$ cat src/rtl/psum_drain.sv
// -----------------------------------------------------------------------------
// psum_drain
// Output stage below the bottom row of the MAC array. It deskews the per-column
// partial sums into one row vector. Each lane is requantized to signed OUT_W
// bits (round-half-up right shift, optional ReLU, saturation). Results are
// buffered in a FIFO and offered on a valid/ready port. Credit-style in_ready
// tells the array scheduler whether a launched vector is guaranteed a FIFO slot.
//
// Ports
//   i_clk, i_rst_n    clock, synchronous active-low reset
//   i_in_valid        column-0 result of a new vector present this cycle
//   o_in_ready        a vector launched now is guaranteed a FIFO slot
//   i_psum_in         packed skewed partial sums, lane c at [c*PSUM_W +: PSUM_W]
//   i_cfg_shift       right-shift amount (clamped to PSUM_W-1)
//   i_cfg_relu        clamp negative results to zero
//   o_out_valid       FIFO head holds a vector
//   i_out_ready       consumer accepts the head vector
//   o_out_data        packed lanes, lane c at [c*OUT_W +: OUT_W]
//   o_busy            a vector is in flight or buffered
//   o_overflow        sticky: a vector arrived while o_in_ready was low
//   i_clr_ovf         clears o_overflow (a same-cycle drop wins)
// -----------------------------------------------------------------------------
module psum_drain #(
   parameter int COLS   = 8,
   parameter int PSUM_W = 24,
   parameter int OUT_W  = 8,
   parameter int DEPTH  = 16
) (
   input  logic                    i_clk,
   input  logic                    i_rst_n,
   input  logic                    i_in_valid,
   output logic                    o_in_ready,
   input  logic [COLS*PSUM_W-1:0]  i_psum_in,
   input  logic [4:0]              i_cfg_shift,
   input  logic                    i_cfg_relu,
   output logic                    o_out_valid,
   input  logic                    i_out_ready,
   output logic [COLS*OUT_W-1:0]   o_out_data,
   output logic                    o_busy,
   output logic                    o_overflow,
   input  logic                    i_clr_ovf
);

   localparam int AW = (DEPTH > 1) ? $clog2(DEPTH) : 1;
   localparam int CW = $clog2(DEPTH + 1);
   localparam logic [4:0] MAX_SH = 5'(PSUM_W - 1);
   localparam logic signed [PSUM_W:0] SAT_HI = (PSUM_W+1)'((1 <<< (OUT_W - 1)) - 1);
   localparam logic signed [PSUM_W:0] SAT_LO = (PSUM_W+1)'(-(1 <<< (OUT_W - 1)));

   logic [CW-1:0]          r_inflight;
   logic [CW-1:0]          r_fcnt;
   logic [CW:0]            w_reserved;
   logic                   w_accept;
   logic                   w_drop;
   logic                   w_push;
   logic                   w_pop;
   logic [COLS-2:0]        r_vchain;
   logic                   r_al_vld;
   logic [PSUM_W-1:0]      w_lane_dly [COLS];
   logic [PSUM_W-1:0]      r_al [COLS];
   logic [COLS*OUT_W-1:0]  w_q_vec;
   logic [COLS*OUT_W-1:0]  r_mem [DEPTH];
   logic [AW-1:0]          r_wp;
   logic [AW-1:0]          r_rp;
   logic                   r_ovf;

   function automatic logic [AW-1:0] f_inc(input logic [AW-1:0] p);
      return (p == AW'(DEPTH - 1)) ? '0 : p + AW'(1);
   endfunction

   // Round-half-up shift in PSUM_W+1 bits so the rounding bias cannot overflow.
   function automatic logic [OUT_W-1:0] f_requant(input logic [PSUM_W-1:0] p,
                                                  input logic [4:0]        sh,
                                                  input logic              relu);
      logic [4:0]              s;
      logic signed [PSUM_W:0]  w_bias;
      logic signed [PSUM_W:0]  w_sum;
      logic signed [PSUM_W:0]  w_r;
      s      = (sh > MAX_SH) ? MAX_SH : sh;
      w_bias = (s != 5'd0) ? ((PSUM_W+1)'(1) << (s - 5'd1)) : '0;
      w_sum  = $signed({p[PSUM_W-1], p}) + w_bias;
      w_r    = w_sum >>> s;
      if (relu && w_r < 0) w_r = '0;
      if (w_r > SAT_HI) w_r = SAT_HI;
      if (w_r < SAT_LO) w_r = SAT_LO;
      return w_r[OUT_W-1:0];
   endfunction

   // Credits are counted from registered state only.
   assign w_reserved  = {1'b0, r_inflight} + {1'b0, r_fcnt};
   assign o_in_ready  = (w_reserved < (CW+1)'(DEPTH));
   assign w_accept    = i_in_valid & o_in_ready;
   assign w_drop      = i_in_valid & ~o_in_ready;
   assign w_push      = r_al_vld;
   assign o_out_valid = (r_fcnt != '0);
   assign w_pop       = o_out_valid & i_out_ready;
   assign o_out_data  = o_out_valid ? r_mem[r_rp] : '0;
   assign o_busy      = (r_inflight != '0) | (r_fcnt != '0);
   assign o_overflow  = r_ovf;

   // Deskew: lane c runs through COLS-1-c stages; the last lane is used raw.
   for (genvar c = 0; c < COLS; c++) begin : g_lane
      if (c == COLS - 1) begin : g_direct
         assign w_lane_dly[c] = i_psum_in[c*PSUM_W +: PSUM_W];
      end else begin : g_dly
         localparam int N = COLS - 1 - c;
         logic [PSUM_W-1:0] r_dl [N];
         always_ff @(posedge i_clk) begin
            r_dl[0] <= i_psum_in[c*PSUM_W +: PSUM_W];
            for (int unsigned k = 1; k < N; k++) r_dl[k] <= r_dl[k-1];
         end
         assign w_lane_dly[c] = r_dl[N-1];
      end
   end

   always_ff @(posedge i_clk) begin
      for (int unsigned c = 0; c < COLS; c++) r_al[c] <= w_lane_dly[c];
   end

   always_comb begin
      w_q_vec = '0;
      for (int unsigned c = 0; c < COLS; c++)
         w_q_vec[c*OUT_W +: OUT_W] = f_requant(r_al[c], i_cfg_shift, i_cfg_relu);
   end

   // The FIFO entry doubles as the requant register, keeping the
   // in_valid-to-out_valid latency at COLS+1 cycles.
   always_ff @(posedge i_clk) begin
      if (w_push) r_mem[r_wp] <= w_q_vec;
   end

   // Credits guarantee a push never meets a full FIFO without a same-cycle pop.
   always_ff @(posedge i_clk) begin
      if (!i_rst_n) begin
         r_vchain   <= '0;
         r_al_vld   <= 1'b0;
         r_inflight <= '0;
         r_fcnt     <= '0;
         r_wp       <= '0;
         r_rp       <= '0;
         r_ovf      <= 1'b0;
      end else begin
         r_vchain[0] <= w_accept;
         for (int unsigned k = 1; k < COLS - 1; k++) r_vchain[k] <= r_vchain[k-1];
         r_al_vld   <= r_vchain[COLS-2];
         r_inflight <= r_inflight + CW'(w_accept) - CW'(w_push);
         r_fcnt     <= r_fcnt + CW'(w_push) - CW'(w_pop);
         if (w_push) r_wp <= f_inc(r_wp);
         if (w_pop)  r_rp <= f_inc(r_rp);
         if (w_drop)         r_ovf <= 1'b1;
         else if (i_clr_ovf) r_ovf <= 1'b0;
      end
   end

endmodule

$ cat config.mk
export PLATFORM = sky130hd
export DESIGN_NAME = psum_drain
export DESIGN_NICKNAME = d
export VERILOG_FILES = /design/src/rtl/psum_drain.sv
export SDC_FILE = /design/constraint.sdc
export NUM_CORES = 2
export LEC_CHECK = 0
export ABC_CLOCK_PERIOD_IN_PS = 8200
export CORE_MARGIN = 2
export CORE_UTILIZATION = 55
export DETAILED_ROUTE_END_ITERATION = 8
export PLACE_DENSITY = 0.81
export SLEW_MARGIN = 20
export SYNTH_ARGS = -nofsm -noshare
export SYNTH_HDL_FRONTEND = slang
export SYNTH_SLANG_ARGS = --single-unit
$ cat constraint.sdc
create_clock -name i_clk -period 8.2 [get_ports i_clk]
set_input_delay 1.64 -clock i_clk [delete_from_list [all_inputs] [get_ports i_clk]]
set_output_delay 1.64 -clock i_clk [all_outputs]
set_load 0.05 [all_outputs]
**After elaboration in Yosys (flattened, before gate mapping)**

Memory sizes are Yosys's and may differ from the RTL's. A register that Yosys moved wholly into a read port is not among the register bits.
Cells that the tools add are included.

- Bits in registers: 27
- Bits in latches: 0
- Bits in writable memories: 1888
- Bits in read-only memories: 0
- Output and inout bits: 68
- Memories: 9

- $add $sub $neg: 16
- $mul: 0
- Divide/modulo/power cells: 0
- $lt $le $gt $ge: 26
- Equality and inequality tests: 2
- Shifts and indexed selects: 9
- Muxes and demuxes: 35
- Bitwise operators: 5
- Reductions and logical operators: 12

Memory list:

| memory | depth | width | read ports | clocked after memory_dff | write ports | line | RTL |
|---|---|---|---|---|---|---|---|
| r_mem | 16 | 64 | 1 | 1 | 1 | 62 | `logic [COLS*OUT_W-1:0] r_mem [DEPTH];` |
| r_al | 8 | 24 | 8 | 0 | 8 | 60 | `logic [PSUM_W-1:0] r_al [COLS];` |
| g_lane[0].g_dly.r_dl | 7 | 24 | 7 | 0 | 7 | 107 | `logic [PSUM_W-1:0] r_dl [N];` |
| g_lane[1].g_dly.r_dl | 6 | 24 | 6 | 0 | 6 | 107 |  |
| g_lane[2].g_dly.r_dl | 5 | 24 | 5 | 0 | 5 | 107 |  |
| g_lane[3].g_dly.r_dl | 4 | 24 | 4 | 0 | 4 | 107 |  |
| +3 memories | - | - | - | - | - | - |  |

Operators with widths:

| cell | count |
|---|---|
| $mux W25 | 17 |
| $add A24 B25 Y25 | 8 |
| $gt A25 B8 Y1 const B | 8 |
| $lt A25 B1 Y1 const B | 8 |
| $lt A25 B8 Y1 const B | 8 |
| $sshr A25 B5 Y25 | 8 |
| $mux W64 | 1 |
| $mux W8 | 8 |
| $shl A1 B5 Y25 const A | 1 |
| $mux W4 | 4 |
| $reduce_bool A5 Y1 | 3 |
| $add A5 B1 Y5 | 2 |
| $sub A5 B1 Y5 | 2 |
| $add A4 B1 Y4 const B | 2 |
| $eq A4 B4 Y1 const B | 2 |
| $logic_and A1 B1 Y1 | 8 |
| $add A5 B5 Y6 | 1 |
| $lt A6 B5 Y1 const B | 1 |
| $gt A5 B5 Y1 const B | 1 |
| $mux W5 | 1 |
| $sub A5 B1 Y5 const B | 1 |
| $mux W1 | 4 |
| $and A1 B1 Y1 | 3 |
| $reduce_bool A2 Y1 | 1 |
| 2 further kinds | 2 |

**Logic depth before layout (Yosys ltp)**

- Depth after elaboration: 14
- Gate-level depth with buffers: 28
- Depth with buffers taken out: 21

**Worst setup path after synthesis**

No wires, ideal clock.

- Path kind: input-to-reg
- From: input i_cfg_shift[0]
- To: memory r_mem[0][57] (netlist name) (data pin)
- Library setup time: 0.330 ns
- Arrival time: 8.254 ns
- Data required time: 7.870 ns
- Setup slack: -0.384 ns
- Stages: 27
- Buffers on the path: 10
- Cell sequence: buf_2 > buf_6 > buf_2 > buf_2 > buf_6 > buf_6 > buf_2 > buf_1 > clkbuf_1 > clkbuf_1 > nor3_1 > ha_1 > or3_1 > a31oi_1 > maj3_1 > or3b_2 > o21ai_2 > a21oi_1 > xnor2_1 > a22o_1 > o31ai_1 > nor4bb_1 > nand4b_1 > nand4bb_1 > nor4_1 > nor2_1 > o21ai_0

- Longest elaborated chain between the ends: 14
- Elaborated cells between the ends (all ways): 15
- Classes of those cells: add/sub (2); order compare (4); shift (2); mux (5); reduce/logical (2)

Ends and longest elaborated chain:

| what | line | RTL |
|---|---|---|
| start, declared | 34 | `input logic [4:0] i_cfg_shift,` |
| $gt A5 B5 Y1 | 79 | `s = (sh > MAX_SH) ? MAX_SH : sh;` |
| $mux W5 (*) | 79 |  |
| $sub A5 B1 Y5 | 80 | `w_bias = (s != 5'd0) ? ((PSUM_W+1)'(1) << (s - 5'd1)) : '0;` |
| $shl A1 B5 Y25 | 80 |  |
| $mux W25 | 80 |  |
| $add A24 B25 Y25 | 81 | `w_sum = $signed({p[PSUM_W-1], p}) + w_bias;` |
| $sshr A25 B5 Y25 (*) | 82 | `w_r = w_sum >>> s;` |
| $lt A25 B1 Y1 | 83 | `if (relu && w_r < 0) w_r = '0;` |
| $logic_and A1 B1 Y1 | 83 |  |
| $mux W25 (*) | 83 |  |
| $gt A25 B8 Y1 | 84 | `if (w_r > SAT_HI) w_r = SAT_HI;` |
| $mux W25 (*) | 84 |  |
| $lt A25 B8 Y1 | 85 | `if (w_r < SAT_LO) w_r = SAT_LO;` |
| $mux W8 (*) | 85 |  |
| via w_q_vec[57] | 61 | `logic [COLS*OUT_W-1:0] w_q_vec;` |
| end, declared | 62 |  |

The timed path passes the listed nets; every way through them passes the cells marked *.

**Worst setup path after layout**

- From: input i_cfg_shift[1]
- To: memory r_mem[1][49] (netlist name) (data pin)

Same word-level chain as after synthesis.

==> flow_summary.toml <==
[status]
status = "finished, violations left"
violations = "DRC, setup timing"

[timing]
worst_slew_pin_slew_ns = 1.27
finalHoldViolCount = 0
setup_slack_ns = -0.0353
finalSetupTns_ns = -0.380
slew_headroom_pct = 14.9
fmax_ghz = 0.121
fin_crit_sh_pct = 100
rsz0062_at_grt = "no"
skew_ns = 0.0927
period_needed_ns = 8.24
slew_viol_final = 0
finalSetupViolations = 32

[drt]
drt_iter0_markers = 12800
routed_wl_um = 381000
drc = 10
firstDrtPassIters = 9
vias_per_cell = 7.17
ant_nets = 0
wl_per_cell_um = 37.9
vias = 71900

[yosys]
syn_avg_cell_area_um2 = 12.3
synth_flop_cell = "edfxtp_1"
synth_cell_types = 137
synthesis.area_um2 = 85700
ys_ff_latch = 1919
yosys_warnings = 0
synth_edf_count = 1024
synth-seq-area-share_pct = 56.8
syn_inst = 6963
synthArstFlopShare_pct = 0

[global_route]
overflow = 0
antenna_found_initial = 41
grt_pass1_wl_um = 521000
track_usage_pct = 46.6
grt_start_max_net_pins = 154
grt_pass1_vias = 68500

[die]
initial_core_util_pct = 55.5
die_area_um2 = 159000
num_rows = 144
core_area_um2 = 154000
die_w_um = 399
pin_count = 271
chipHeight_um = 399

[cells_and_area]
register_area_um2 = 48700
final_cell_mix = "edfxtp_1, dfxtp_1, buf_4"
nNetsFinal = 8159
nFillCells = 10600
area_growth_pct = 19.1
layout-drive-gt1-share_pct = 20.9
multiInputGateArea_um2 = 34900
final_common_cell = "edfxtp_1"
fin_util_pct = 66.1

[hold_path]
holdPathEnd = "r_al[0][22]$_DFF_P_"
hold_depth = 0
hold_class = "flop to flop"
holdCritStartpoint = "g_lane[0].g_dly.r_dl[6][22]$_DFF_P_"

[cts]
clk_latency_ns = 0.88
clk_pin_slew_ns = 0.06
root_buffer = "clkbuf_16"
cts_buffers = 173
htreeDepth = 4
clock_path_buffers = 3
cts_tree = "yes"
postCtsHoldBufs = 0
numClockSinks = 1919

[placed_design]
hpwl_um = 255000
io_buffers = 270
gp_congestion = 1.14

[setup_path]
r2r_end = "r_mem[3][13]$_DFFE_PP_"
cp_max_fo = 16
crit_arrival_ns = 8.92
setup.worst_path.end_class = "flop"
r2r_start = "r_al[0][24]$_DFF_P_"
worstPathRequired_ns = 8.89
rrSetupSlack_ns = 1.78
worst_setup_path_start_kind = "input pin"
r2r_cells = 19
worst-setup-path-type = "input pin to flop"

[job]
drv_cap = 0

[power]
p_leak_nw = 37.3
irDropWorstVdd_mv = 0.392
p_per_area_nw_per_um2 = 249
finalPower_mw = 25.4
## area by class of cell
type                            instances  area share, %
Clock buffer                          221           4.60
Inverter                              109          0.401
Antenna cell                           16         0.0392
Multi-Input combinational cell       4493           34.2
Sequential cell                      1919           47.7
Timing Repair Buffer                 1125           9.43
Clock inverter                        105           1.13
Tap cell                             2044           2.50
## synthesized netlist by cell type (133+ instances only)
cell type	count	area share, %
o21ai_0	303	1.8
a211oi_1	148	1.3
mux2i_1	140	1.6
mux4_2	325	8.5
dfxtp_1	895	21
ha_1	133	1.9
edfxtp_1	1024	36
nand2_1	416	1.8
nor2_1	450	2.0
and2_1	150	1.1
a21oi_1	416	2.4
xnor2_1	184	1.9
clkbuf_1	285	1.2
nor3_1	150	0.88
nand3_1	153	0.89
## worst max-delay path by stage
stage,start,endpoint,slack [ns],depth (start not counted)
2_1_floorplan,i_cfg_shift[0],r_mem[0][35]$_DFFE_PP_,0.01,27
3_3_place_gp,i_cfg_shift[1],r_mem[4][61]$_DFFE_PP_,-0.20,26
3_5_place_dp,i_cfg_shift[1],r_mem[4][61]$_DFFE_PP_,-0.43,26
4_1_cts,i_cfg_shift[1],r_mem[12][61]$_DFFE_PP_,0.34,26
5_1_grt,i_cfg_shift[1],r_mem[0][28]$_DFFE_PP_,0.19,24
6_report,i_cfg_shift[1],r_mem[1][49]$_DFFE_PP_,-0.04,23
## cell families after synthesis
kind of cell | after synthesis | synth area share (%)
DFF | 1919 | 56.8
AOI/OAI and AO/OA | 1830 | 14.8
and+or+nand+nor | 1751 | 10.3
buffers and inverters | 558 | 2.71
muxes | 500 | 10.6
xor gates and xnor gates | 251 | 2.59
adders and majority gates | 153 | 2.20
other | 1 | 0.00438
## power breakdown
part           internal (mW)  total (mW)  switching [mW]
clock network           4.53        8.42            3.88
logic                   2.34        6.24            3.89
registers               10.5        10.8           0.258
total                   17.4        25.4            8.04
## through the flow
stage          area [um2]  hold slack, ns  cells  setup slack, ns
2_1_floorplan       85700           0.310   6970           0.0127
3_3_place_gp        96200           0.310   9689           -0.205
3_5_place_dp        96200           0.312   9689           -0.430
4_1_cts            102000           0.270  10000            0.345
5_1_grt            102000           0.272  10000            0.190
6_report           102000           0.274  10000          -0.0353
## state kept, by name (all words and copies together) (netlist names), named ones only
signal and cells:
r_al 192, r_al_vld 1, r_wp 4, r_vchain 7, o_overflow 1, r_inflight 5
g_lane.g_dly.r_dl 672, r_fcnt 5, r_mem 1024, r_rp 4
## critical path, stage by stage
cell and delay (ns):
buf_2 0.14, or3b_2 0.53, buf_4 0.23, nor2_1 0.13
buf_4 0.31, ha_1 0.30, o21ai_0 0.10, a211oi_1 0.71
o31ai_1 0.25, a211oi_1 0.31, buf_4 0.23, nand3_1 0.10
a31oi_1 0.21, xor2_1 0.77, mux2i_1 0.37, o21ai_0 0.34
nor2_1 0.15, o41ai_1 0.69, nand4_1 0.21, nor3_1 0.40
nor3_2 0.21, a21oi_1 0.28, buf_4 0.27
## metal layers
metal	routed length [um]	track usage, %	part of all wire [%]
met2	163000	70.0	43
met4	35600	33.4	9.3
met1	133000	57.4	35
met5	355	0.666	0.093
met3	48300	13.7	13
## repair_timing
item,in CTS,in global routing
resized for setup,0,1
setup endpoints to repair,0,16
setup buffers,0,0
Power figures use the tool's default switching activity.
